===== src/rtl/xy_idx_seq_pkg.sv =====
// Shared definitions for the x/y index raster-scan sequencer.
// State encoding and default geometry.
package xy_idx_seq_pkg;

  localparam int unsigned IDX_W_DEF  = 6;
  localparam int unsigned ADDR_W_DEF = 12;

  localparam logic [1:0] ST_IDLE = 2'd0;
  localparam logic [1:0] ST_CLR  = 2'd1;
  localparam logic [1:0] ST_REQ  = 2'd2;
  localparam logic [1:0] ST_FIN  = 2'd3;

  typedef enum logic [1:0] {
    S_IDLE = ST_IDLE,
    S_CLR  = ST_CLR,
    S_REQ  = ST_REQ,
    S_FIN  = ST_FIN
  } state_e;

endpackage


===== src/rtl/xy_idx_seq.sv =====
// Raster-scan sequencer driving the external x/y index registers.
// It walks x fastest and y slowest, and keeps a running linear element address.
module xy_idx_seq
  import xy_idx_seq_pkg::*;
#(
  parameter int unsigned IDX_W  = IDX_W_DEF,
  parameter int unsigned ADDR_W = ADDR_W_DEF
) (
  input  logic              clk,
  input  logic              rstn,
  input  logic              start_i,
  input  logic              abort_i,
  input  logic [IDX_W-1:0]  size_x_i,
  input  logic [IDX_W-1:0]  size_y_i,
  input  logic [IDX_W-1:0]  x_ind_i,
  input  logic [IDX_W-1:0]  y_ind_i,
  input  logic              ack_i,
  output logic [IDX_W-1:0]  x_ind_nxt_o,
  output logic              x_ind_en_o,
  output logic              x_ind_clr_o,
  output logic [IDX_W-1:0]  y_ind_nxt_o,
  output logic              y_ind_en_o,
  output logic              y_ind_clr_o,
  output logic              req_o,
  output logic [ADDR_W-1:0] addr_o,
  output logic              busy_o,
  output logic              done_o
);

  state_e              state_r, state_nxt_s;
  logic [IDX_W-1:0]    sx_r, sy_r;
  logic [ADDR_W-1:0]   addr_r;
  logic                latch_s, addr_clr_s, addr_inc_s;
  logic                x_last_s, y_last_s;

  // Terminal-index tests; sizes are nonzero whenever these are used.
  assign x_last_s = (x_ind_i == (sx_r - IDX_W'(1)));
  assign y_last_s = (y_ind_i == (sy_r - IDX_W'(1)));
  assign addr_o   = addr_r;

  // State, latched sizes and address counter.
  always_ff @(posedge clk or negedge rstn) begin
    if (!rstn) begin
      state_r <= S_IDLE;
      sx_r    <= {IDX_W{1'b0}};
      sy_r    <= {IDX_W{1'b0}};
      addr_r  <= {ADDR_W{1'b0}};
    end else begin
      state_r <= state_nxt_s;
      if (latch_s) begin
        sx_r <= size_x_i;
        sy_r <= size_y_i;
      end
      if (addr_clr_s) begin
        addr_r <= {ADDR_W{1'b0}};
      end else if (addr_inc_s) begin
        addr_r <= addr_r + ADDR_W'(1);
      end
    end
  end

  // Next-state and register controls; abort wins over ack, and req drops with abort.
  always_comb begin
    state_nxt_s = state_r;
    latch_s     = 1'b0;
    addr_clr_s  = 1'b0;
    addr_inc_s  = 1'b0;
    x_ind_nxt_o = {IDX_W{1'b0}};
    x_ind_en_o  = 1'b0;
    x_ind_clr_o = 1'b0;
    y_ind_nxt_o = {IDX_W{1'b0}};
    y_ind_en_o  = 1'b0;
    y_ind_clr_o = 1'b0;
    req_o       = 1'b0;
    busy_o      = 1'b0;
    done_o      = 1'b0;
    case (state_r)
      S_IDLE: begin
        if (start_i && (size_x_i != {IDX_W{1'b0}}) && (size_y_i != {IDX_W{1'b0}})) begin
          latch_s     = 1'b1;
          state_nxt_s = S_CLR;
        end else if (start_i) begin
          state_nxt_s = S_FIN;
        end else begin
          state_nxt_s = S_IDLE;
        end
      end
      S_CLR: begin
        busy_o      = 1'b1;
        x_ind_clr_o = 1'b1;
        y_ind_clr_o = 1'b1;
        addr_clr_s  = 1'b1;
        if (abort_i) begin
          state_nxt_s = S_IDLE;
        end else begin
          state_nxt_s = S_REQ;
        end
      end
      S_REQ: begin
        busy_o = 1'b1;
        if (abort_i) begin
          x_ind_clr_o = 1'b1;
          y_ind_clr_o = 1'b1;
          state_nxt_s = S_IDLE;
        end else begin
          req_o = 1'b1;
          if (ack_i && !x_last_s) begin
            x_ind_en_o  = 1'b1;
            x_ind_nxt_o = x_ind_i + IDX_W'(1);
            addr_inc_s  = 1'b1;
          end else if (ack_i && !y_last_s) begin
            x_ind_clr_o = 1'b1;
            y_ind_en_o  = 1'b1;
            y_ind_nxt_o = y_ind_i + IDX_W'(1);
            addr_inc_s  = 1'b1;
          end else if (ack_i) begin
            state_nxt_s = S_FIN;
          end else begin
            state_nxt_s = S_REQ;
          end
        end
      end
      S_FIN: begin
        done_o      = 1'b1;
        x_ind_clr_o = 1'b1;
        y_ind_clr_o = 1'b1;
        state_nxt_s = S_IDLE;
      end
      default: begin
        state_nxt_s = S_IDLE;
      end
    endcase
  end

endmodule


===== config.mk =====
export PLATFORM = sky130hd
export DESIGN_NAME = xy_idx_seq
export DESIGN_NICKNAME = d
export VERILOG_FILES = /design/src/rtl/xy_idx_seq_pkg.sv /design/src/rtl/xy_idx_seq.sv
export SDC_FILE = /design/constraint.sdc
export NUM_CORES = 1
export LEC_CHECK = 0
export CELL_PAD_IN_SITES_DETAIL_PLACEMENT = 1
export CELL_PAD_IN_SITES_GLOBAL_PLACEMENT = 1
export CORE_MARGIN = 4
export CORE_UTILIZATION = 27
export DETAILED_ROUTE_END_ITERATION = 12
export GPL_TIMING_DRIVEN = 0
export PLACE_DENSITY_LB_ADDON = 0.25
export SYNTH_ARGS = -nofsm -noshare
export SYNTH_HDL_FRONTEND = slang
export SYNTH_SLANG_ARGS = --single-unit

===== constraint.sdc =====
create_clock -name clk -period 3.2 [get_ports clk]
set_input_delay 0.64 -clock clk [delete_from_list [all_inputs] [get_ports clk]]
set_output_delay 0.64 -clock clk [all_outputs]
set_load 0.1 [all_outputs]

Word level (Yosys, flattened, before mapping). Index checks and enable logic that the tools add are counted.

Logic and storage cells: 67. Bits of input ports: 29. Bits in registers: 26.

Eq/ne operators: 7. Multiplexer cells: 38. $add $sub $neg: 5. Reductions and logical operators: 13.

Operators by type and width (count): 6-bit 2-to-1 mux (7); 12-bit 2-to-1 mux (2); 1-bit 2-to-1 mux (20); 12-bit by 1-bit adder with 12-bit output, second input constant (1); 6-bit by 1-bit adder with 6-bit output, second input constant (2); 6-bit == test (2); 2-bit 2-to-1 mux (6); 6-bit nonzero test (2); 6-bit by 1-bit subtractor with 6-bit output, second input constant (2); 2-bit one-hot mux with 4 select lines (1); 3-bit inequality test, second input constant (2); 2-bit == test, second input constant (2); 1-bit logical AND (4); 1-bit one-hot mux with 2 select lines (2); 2-bit OR reduction (2); 2-bit by 1-bit == test with 1-bit output, second input constant (1); 1-bit logical NOT (2); 2-bit logical NOT (1); 2-bit AND reduction (1); 2-bit nonzero test (1).

Longest topological paths before layout.
Depth after elaboration: 10. Depth in mapped cells: 10. Gate-level depth less buffers: 9.

Worst setup path before layout. OpenSTA, ideal clock, no wires.

Path kind: input-to-output. From: input port x_ind_i[2]. To: output port x_ind_clr_o. Cell stages on the path: 5. Buffers on the path: 0. Data required time: 2560 ps. Arrival time: 4506 ps. Path slack: -1946 ps. Path through: nand2b_1 -> o211a_1 -> o31ai_1 -> nand2_2 -> o41ai_1.

Word-level cells in the longest chain between the ends: 6.

Ends and longest elaborated chain: from (decl) (line xy_idx_seq.sv:15) `input logic [IDX_W-1:0] x_ind_i,`; 6-bit == test (line xy_idx_seq.sv:37) `assign x_last_s = (x_ind_i == (sx_r - IDX_W'(1)));`; 1-bit logical NOT (line xy_idx_seq.sv:107) `if (ack_i && !x_last_s) begin`; 1-bit logical AND (line xy_idx_seq.sv:107); 1-bit 2-to-1 mux (line xy_idx_seq.sv:107); 1-bit 2-to-1 mux (line xy_idx_seq.sv:101) `if (abort_i) begin`; 1-bit one-hot mux with 2 select lines (line xy_idx_seq.sv:77) `case (state_r)`; to (decl) (line xy_idx_seq.sv:20) `output logic x_ind_clr_o,`.

Every way passes these cells.

Worst setup path after layout.
From: register sx_r[1]. To: output port y_ind_nxt_o[1].

Word-level cells in the longest chain between the ends: 7.

Ends and longest elaborated chain: from (decl) (line xy_idx_seq.sv:31) `logic [IDX_W-1:0] sx_r, sy_r;`; from (signal assigned) (line xy_idx_seq.sv:45) `sx_r <= {IDX_W{1'b0}};`; from (signal assigned) (line xy_idx_seq.sv:51) `sx_r <= size_x_i;`; 6-bit by 1-bit subtractor with 6-bit output (line xy_idx_seq.sv:37); 6-bit == test (line xy_idx_seq.sv:37); 1-bit logical NOT (line xy_idx_seq.sv:107); 1-bit logical AND (line xy_idx_seq.sv:107); 6-bit 2-to-1 mux (line xy_idx_seq.sv:107); 6-bit 2-to-1 mux (line xy_idx_seq.sv:101); 6-bit 2-to-1 mux (line xy_idx_seq.sv:77); to (decl) (line xy_idx_seq.sv:21) `output logic [IDX_W-1:0] y_ind_nxt_o,`.

Every way passes these cells.

==> run summary <==
Peak supply drop -> 0.000467 V
First-pass GRT wire length -> 9750 um
Worst Path Arrival -> 2.59 ns
Psw -> 1.05 mW
ANT nets after route -> 0
IO Count -> 60
HP Class -> in -> async
Leakage -> 1.25 nW
Critical Path Max Stage Delay -> 0.56 ns
Netlist area before placement -> 1930 um2
Sequential Power Share -> 26.0%
Gr usage total -> 14.0%
Area Growth Syn to Fin -> 50.6%
Seq. cell area -> 652 um2
Internal -> 1.04 mW
Crit share post-route -> 101%
Post-Place Cells -> 373
Most frequent cells in the layout -> 31 x clkdlybuf4s50_1, 25 x dfrtp_1, 20 x nor2_1
CTS Sinks -> 26
Num CTS Buffers -> 3
Clock power frac -> 10.5%
Final hold vios -> 0
EDFF count, synth -> 0
Die X -> 92.5 um
DIE HEIGHT -> 92.5 um
Post-Syn Instances -> 218
Starting Density -> 28.1%
Worst Path Buf+Inv -> 3
Maximum clock rate -> 0.309 GHz
Number of global-route vias before repair -> 2018
Crit path kind -> reg -> out
Vias per cell -> 4.78
Comb power frac -> 63.5%
Pins Over Slew Limit -> 0
Routability cong. -> 0.750
Post-synth top flop -> dfrtp_1
Crit. Startpoint -> sx_r[1]
Syn avg cell area -> 8.84 um2
CP endpoint kind -> output port
Clk_lat worst skew -> 0.28 ns
Via count -> 1841
RSZ-0062 raised after global routing -> true
Initial antenna violation count -> 0
Cts hold-fix bufs -> 0
CP top delay family -> simple AND/OR/NAND/NOR gates
Synthesis warning total -> 0
Worst-path clk slew -> 0.10 ns
Design Power -> 2.09 mW
Post-synth cell types -> 42
Syn nets -> 257
Setup TNS -> -0.0334 ns
Port Buf Inserts -> 59
TritonCTS clock tree -> built
WP data required -> 2.56 ns
Sequential area share after synthesis -> 33.7%
Asr flop ratio synth -> 100%
Layout filler cell count -> 798
Routed len/inst -> 15.1 um
Layout Nets -> 329
Slew headroom -> 34.4%
Num rows -> 30
Die ar. -> 8560 um2
Sw frac -> 50.4%
Clk_skew -> 0.00649 ns
Core Util, Final -> 42.3%
Slowest CP cell -> or4_4
Status -> complete, but fails checks
CTS max path bufs -> 2
Worst slack, placed -> -1.58 ns
CP Max Fanout -> 6
Worst-path cell chain -> or4_4, o21ai_2, and4bb_2, nand2_4, or3_1, buf_6, clkinv_4, and2_4, buf_12
DRT iter0 DRCs -> 21
Share of cells above drive strength 1 -> 24.6%
Number of diodes -> 0
Final setup violating endpoints -> 1
Gr ovfl total -> 0
Failing checks -> negative setup slack
Post-Route WL -> 5820 um
Yosys reg bits -> 26
Hpwl dp -> 4560 um
Startpoint types -> flop
Multi-input gate area -> 1300 um2
Pwr dens -> 720 nW/um2
Commonest non-fill, non-tap cell in the layout -> clkdlybuf4s50_1
Worst-margin pin slew -> 0.981 ns
Residual DRC -> 0
Max-Cap Viols -> 0
Core Region -> 6870 um2
Post-route non-filler standard cell count -> 385
Drt first pass iters -> 3
Period minus WS final -> 3.23 ns
Final setup margin -> -0.0334 ns
Clock root buffer -> clkbuf_8
H-tree depth -> 1
Worst r2r src -> sx_r[1]
Largest net degree at the start of global routing -> 27
==> repair_timing <==
item                                    4_1_cts  5_1_grt
pin swaps                                    11        3
gates cloned                                  0        0
buffers inserted                              4        4
gates resized for setup                     122       16
endpoints found under the setup margin       16       15
==> worst reg2reg max path, stage by stage, from the launching register on <==
cell	delay (ns)
dfrtp_1	0.43
or4_4	0.56
nor3_1	0.12
and4bb_2	0.29
buf_4	0.14
buf_4	0.13
nand4_1	0.12
buf_4	0.20
nand3_1	0.09
mux2_1	0.31
==> logic make-up after synthesis <==
logic type | Yosys count | synth area share (%)
muxes | 15 | 8.76
and+or+nand+nor | 90 | 25.0
AOI/OAI and AO/OA | 35 | 12.2
DFF | 26 | 33.7
adders and majority gates | 10 | 6.49
xor gates and xnor gates | 20 | 9.09
buffers and inverters | 22 | 4.67
==> synthesized netlist by cell type, drive strengths merged, types with 6 or more instances <==
library cell	n	area, um2
nand2	13	51.3
dfrtp	26	651
mux2	15	169
nor2	26	97.6
nand2b	7	43.8
a21oi	14	70.1
inv	15	56.3
nand4	7	43.8
nand3	12	60.1
nor3	6	35.0
ha	10	125
xnor2	6	52.6
xor2	14	123
==> registers in the layout, indices dropped and copies added, names as in the netlist <==
signal / cells
sx_r: 6
state_r: 2
sy_r: 6
addr_o: 12
==> worst paths after layout <==
kind | end | slack (ns) | cells after the start
setup reg to reg | addr_o[5] | 0.71 | 9
hold / removal | addr_o[9] | 0.36 | 1
min in group clk | sx_r[5] | 0.54 | 1
max in group asynchronous | sy_r[2] | 2.40 | 1
hold reg to reg | sx_r[5] | 0.54 | 1
setup / recovery | y_ind_nxt_o[1] | -0.03 | 9
==> per-stage QoR <==
stage	area (um2)	hold slack (ns)
global route	2900	0.407
detailed placement	2710	0.523
finish	2900	0.361
floorplan	2000	0.344
CTS	2860	0.546
global placement	2710	0.515
==> power by group through the flow <==
stage                     combinational (mW)  sequential [mW]  clock (mW)
after global routing                    1.44            0.565       0.242
after floorplan                        0.892            0.580           0
after detailed placement                1.22            0.556           0
after CTS                               1.30            0.544       0.236
final                                   1.33            0.544       0.220
after global placement                  1.19            0.552           0
==> routing by layer <==
metal	part of all wire, %	global-route usage, %	vias up
met5	0	0	-
met4	0.76	2.60	0
met3	4.1	2.36	4
met2	51	25.4	36
met1	44	17.5	901
li1	-	-	900
==> cell type report <==
cell class / instances / area share [%]
inverter: 16 / 2.24
multi-input combinational: 170 / 44.7
buffer: 6 / 1.25
tap: 96 / 4.14
clock buffer: 4 / 1.90
timing repair buffer: 67 / 23.3
sequential: 26 / 22.4
Power figures use the tool's default switching activity.
